`config.mk`:
```
export PLATFORM = sky130hd
export DESIGN_NAME = alu_share_arbiter
export DESIGN_NICKNAME = d
export VERILOG_FILES = /design/src/rtl/alu_share_arbiter.sv
export SDC_FILE = /design/constraint.sdc
export NUM_CORES = 1
export LEC_CHECK = 0
export ABC_AREA = 1
export BUFFER_PORTS_ARGS = -buffer_cell sky130_fd_sc_hd__buf_2
export CORE_MARGIN = 1
export CORE_UTILIZATION = 49
export DETAILED_ROUTE_END_ITERATION = 7
export GPL_TIMING_DRIVEN = 0
export PLACE_DENSITY = 0.86
export RECOVER_POWER = 100
export SLEW_MARGIN = 30
export SYNTH_ARGS = -nofsm -noshare
export SYNTH_HDL_FRONTEND = slang
export SYNTH_SLANG_ARGS = --single-unit
```
`constraint.sdc`:
```
create_clock -name clk -period 3.9 [get_ports clk]
set_input_delay 0.195 -clock clk [delete_from_list [all_inputs] [get_ports clk]]
set_output_delay 0.195 -clock clk [all_outputs]
set_load 0.03 [all_outputs]
```
`src/rtl/alu_share_arbiter.sv`:
```
// alu_share_arbiter
//   Shares one combinational ALU between NREQ requesters. A round-robin
//   arbiter accepts one operation per grant (valid/ready), registers the
//   operands toward the ALU, captures the result one cycle later and returns
//   it to the owning requester with a one-cycle rsp_valid strobe.
//
//   Build option: define ALU_SHARE_ARB_FIXED_PRIO_EN for fixed priority
//   (lowest index wins, no rotating pointer). Default is round-robin.
//
// Ports
//   clk, rst_n        clock (rising edge), synchronous active-low reset
//   req_valid[NREQ]   per-requester operation request
//   req_ready[NREQ]   per-requester accept strobe (one-hot or zero)
//   req_a/req_b       packed operands, requester i at [i*WIDTH +: WIDTH]
//   req_op            packed ALU control, requester i at [i*OPW +: OPW]
//   rsp_valid[NREQ]   one-cycle result strobe to the owning requester
//   rsp_data          shared result bus, qualified by rsp_valid
//   alu_a/alu_b/alu_control  registered operands to the shared ALU
//   alu_o             combinational ALU result
//   busy              high while an operation is in flight (EXEC)
module alu_share_arbiter #(
    parameter int NREQ  = 4,
    parameter int WIDTH = 6,
    parameter int OPW   = 2
) (
    input  logic                  clk,
    input  logic                  rst_n,
    input  logic [NREQ-1:0]       req_valid,
    output logic [NREQ-1:0]       req_ready,
    input  logic [NREQ*WIDTH-1:0] req_a,
    input  logic [NREQ*WIDTH-1:0] req_b,
    input  logic [NREQ*OPW-1:0]   req_op,
    output logic [NREQ-1:0]       rsp_valid,
    output logic [WIDTH-1:0]      rsp_data,
    output logic [WIDTH-1:0]      alu_a,
    output logic [WIDTH-1:0]      alu_b,
    output logic [OPW-1:0]        alu_control,
    input  logic [WIDTH-1:0]      alu_o,
    output logic                  busy
);

    localparam int IW = (NREQ > 1) ? $clog2(NREQ) : 1;

    typedef enum logic [1:0] {
        IDLE = 2'd0,
        EXEC = 2'd1,
        RESP = 2'd2
    } state_t;

    state_t          state;
    state_t          state_nx;
    logic [IW-1:0]   owner;
    logic [IW-1:0]   gidx;
    logic            gvalid;
    logic [NREQ-1:0] ready_c;
    logic            transfer;

`ifndef ALU_SHARE_ARB_FIXED_PRIO_EN
    logic [IW-1:0]   rr_ptr;
    int unsigned     idx;
`endif

    // Winner selection; only meaningful outside EXEC, gated below.
    always_comb begin
        gvalid = 1'b0;
        gidx   = '0;
`ifdef ALU_SHARE_ARB_FIXED_PRIO_EN
        for (int unsigned i = 0; i < NREQ; i++) begin
            if (!gvalid && req_valid[i]) begin
                gvalid = 1'b1;
                gidx   = IW'(i);
            end
        end
`else
        idx = 0;
        // Scan rr_ptr+1 .. rr_ptr+NREQ so the last owner is considered last.
        for (int unsigned k = 1; k <= NREQ; k++) begin
            idx = (32'(rr_ptr) + k) % NREQ;
            if (!gvalid && req_valid[idx]) begin
                gvalid = 1'b1;
                gidx   = IW'(idx);
            end
        end
`endif
    end

    always_comb begin
        ready_c = '0;
        if (rst_n && (state != EXEC) && gvalid) begin
            ready_c[gidx] = 1'b1;
        end
    end

    assign req_ready = ready_c;
    assign transfer  = |(req_valid & ready_c);
    assign busy      = (state == EXEC);

    always_comb begin
        rsp_valid = '0;
        if (state == RESP) begin
            rsp_valid[owner] = 1'b1;
        end
    end

    always_comb begin
        state_nx = state;
        case (state)
            IDLE:    if (transfer) state_nx = EXEC;
            EXEC:    state_nx = RESP;
            RESP:    state_nx = transfer ? EXEC : IDLE;
            default: state_nx = IDLE;
        endcase
    end

    always_ff @(posedge clk) begin
        if (!rst_n) begin
            state <= IDLE;
        end else begin
            state <= state_nx;
        end
    end

    always_ff @(posedge clk) begin
        if (!rst_n) begin
            alu_a       <= '0;
            alu_b       <= '0;
            alu_control <= '0;
            rsp_data    <= '0;
            owner       <= '0;
`ifndef ALU_SHARE_ARB_FIXED_PRIO_EN
            rr_ptr      <= IW'(NREQ - 1);
`endif
        end else begin
            if (transfer) begin
                alu_a       <= req_a[gidx*WIDTH +: WIDTH];
                alu_b       <= req_b[gidx*WIDTH +: WIDTH];
                alu_control <= req_op[gidx*OPW +: OPW];
                owner       <= gidx;
`ifndef ALU_SHARE_ARB_FIXED_PRIO_EN
                rr_ptr      <= gidx;
`endif
            end
            if (state == EXEC) begin
                rsp_data <= alu_o;
            end
        end
    end

endmodule

```
==> metrics.cfg <==
[sta]
finalCritPeriodShare_pct = 77.0
rsz0062_at_grt = false
fin_worst_skew_ns = 0.00606
finalSetupViolCount = 0
slew_violations = 0
fmax_mhz = 333
layout_min_cycle_time_ns = 3.00
fin_tns_setup_ns = 0
finalHoldViolCount = 0
tightest_slew_ns = 0.644
slew-limit-headroom_pct = 57.1

[clock_tree]
clockBufferDepth = 2
cts_resized = 0
cts_tree = yes
cts_made_buffers = 3
cts_setup_buffers = 0
cts_hold_buf = 0
numClockSinks = 26
root_buffer = clkbuf_8
clkLatencyLatePin_ns = 0.27
cts.clk_slew.worst_paths_ns = 0.10
h-tree-depth = 1

[logic_synthesis]
synth_fp_nets = 376
ys_types = 21
synth.top_cell.area_share_pct = 28.7
syn_avg_cell_area_sq_um = 5.88
synth_area_leaders = dfxtp_1, nand2_1, nand3_1
synth_area_sq_um = 1810
ys_ff_latch = 26
ys_seq_area_share_pct = 28.7
synth_area_leader_cell = dfxtp_1
yosysWarnings = 0
syn-instance-count = 308

[floorplanning]
rows = 21
dieArea_sq_um = 3940
start_util_pct = 52.6
die_x_microns = 62.8
io_pins = 97
die_y_microns = 62.8
fp.coreArea_sq_um = 3440

[power]
finalPower_mw = 2.62
vdd_drop_max_uv = 561
cellLeakagePower_nw = 1.33
power_density_nw_per_um2 = 1120

[placement]
routabilityCongestion = 0.887
dp_hpwl_microns = 3930
io_buffers = 95

[global_route]
grt_pass1_wl_microns = 8490
grt_pass1_vias = 2074
grt.total_usage_pct = 26.4
antenna_found_initial = 0
overflow = 0
grt_max_degree = 16

[worst_setup_path]
cpMostUsedCell = nand2_1
crit_arrival_ns = 2.81
required_ns = 3.70
max_stage_delay_ns = 0.54
cp_max_fo = 10
crit_path_start_kind = register
crit_family = buffers and inverters
slowest_stage = a21oi_1
critPathBufInv = 5
crit_chain = inv_1, nand2_1, nand2_1, nand2_1, nand2_1, inv_1, nand2_1, nor2_2, a21oi_1, inv_2, buf_6, nor2_1, clkbuf_1
path_class = reg2out
worstSetupEndpointType = output port

[drt]
vias = 2212
routed_wl_microns = 4940
ant_nets = 0
route.detailed.drc = 0
vias_per_cell = 4.88
firstDrtPassIters = 4
dr.first_iter.drc_count = 117
wl_per_cell_microns = 10.9

[finish]
insertedDiodeCount = 0
drive_above_1_share_pct = 23.1
final_common_cell = nand2_1
multi_input_area_sq_um = 1050
seqCellArea_sq_um = 520
fin_util_pct = 67.7
final_cell_mix = nand2_1, buf_2, nand3_1
final_nets = 476
area_growth_pct = 28.7
n_fill_cell = 358

[status]
status = complete, no violations

[run]
cap_violations = 0

[hold_path]
hp-class = in2reg

==> report_power, final <==
group          switching, mW  internal (mW)
logic                   1.33          0.614
registers             0.0683          0.383
clock network         0.0880          0.137
total                   1.48           1.13
==> synth_stat cells <==
| cell | instances |
|---|---|
| inv_1 | 20 |
| nor3_1 | 6 |
| a21oi_4 | 1 |
| nand3_1 | 43 |
| buf_2 | 5 |
| dfxtp_1 | 26 |
| inv_2 | 3 |
| o211ai_1 | 2 |
| buf_6 | 5 |
| o21ai_1 | 1 |
| nand2_2 | 7 |
| nor2_1 | 32 |
| buf_4 | 5 |
| a31oi_1 | 1 |
| nand2_1 | 134 |
| nand3_2 | 3 |
| nor2_4 | 1 |
| a21oi_1 | 2 |
| a22o_1 | 6 |
| clkbuf_1 | 2 |
| nor2_2 | 3 |
==> routing by layer <==
layer  wire (microns)  track usage, %
met1             2090            30.1
met2             2480            51.0
met3              307            4.01
met4               62            5.81
met5                0               0
==> path summary, 6_finish.rpt <==
| kind | startpoint | endpoint | slack (ns) | depth (start not counted) |
|---|---|---|---|---|
| min reg2reg | state[0]$_SDFFE_PN0P_ | state[0]$_SDFFE_PN0P_ | 0.42 | 1 |
| max reg2reg | rr_ptr[0]$_SDFFE_PN1P_ | alu_a[2]$_SDFFE_PN0P_ | 1.16 | 16 |
| max | rr_ptr[0]$_SDFFE_PN1P_ | req_ready[1] | 0.90 | 13 |
| min | alu_o[2] | rsp_data[2]$_SDFFE_PN0P_ | 0.13 | 2 |
==> logic make-up after synthesis <==
logic type,after synthesis,share of synthesized area (%)
AOI/OAI and AO/OA,13,5.81
and+or+nand+nor,229,53.7
DFF,26,28.7
buffers and inverters,40,11.7
==> layout make-up <==
type / instances / area share (%)
Buffer: 17 / 4.35
Timing Repair Buffer: 95 / 18.9
Sequential cell: 26 / 22.3
Clock buffer: 3 / 1.77
Tap cell: 46 / 2.47
Clock inverter: 1 / 1.29
Multi-Input combinational cell: 242 / 45.2
Inverter: 23 / 3.70
==> sequential cells by signal, summed over array words and instances, names as in the netlist <==
| name | flops |
|---|---|
| rsp_data | 6 |
| alu_b | 6 |
| state | 2 |
| rr_ptr | 2 |
| alu_a | 6 |
| alu_control | 2 |
| owner | 2 |
==> through the flow <==
stage / hold slack, ns / cells / cell area [sq um] / setup slack [ns]
floorplan: 0.321 / 308 / 1810 / 1.63
global placement: 0.401 / 449 / 2340 / 1.68
detailed placement: 0.405 / 449 / 2340 / 1.62
CTS: 0.136 / 453 / 2410 / 1.30
global route: 0.123 / 453 / 2330 / 0.613
finish: 0.132 / 453 / 2330 / 0.896
No activity file was read; power rests on OpenSTA's default activity.
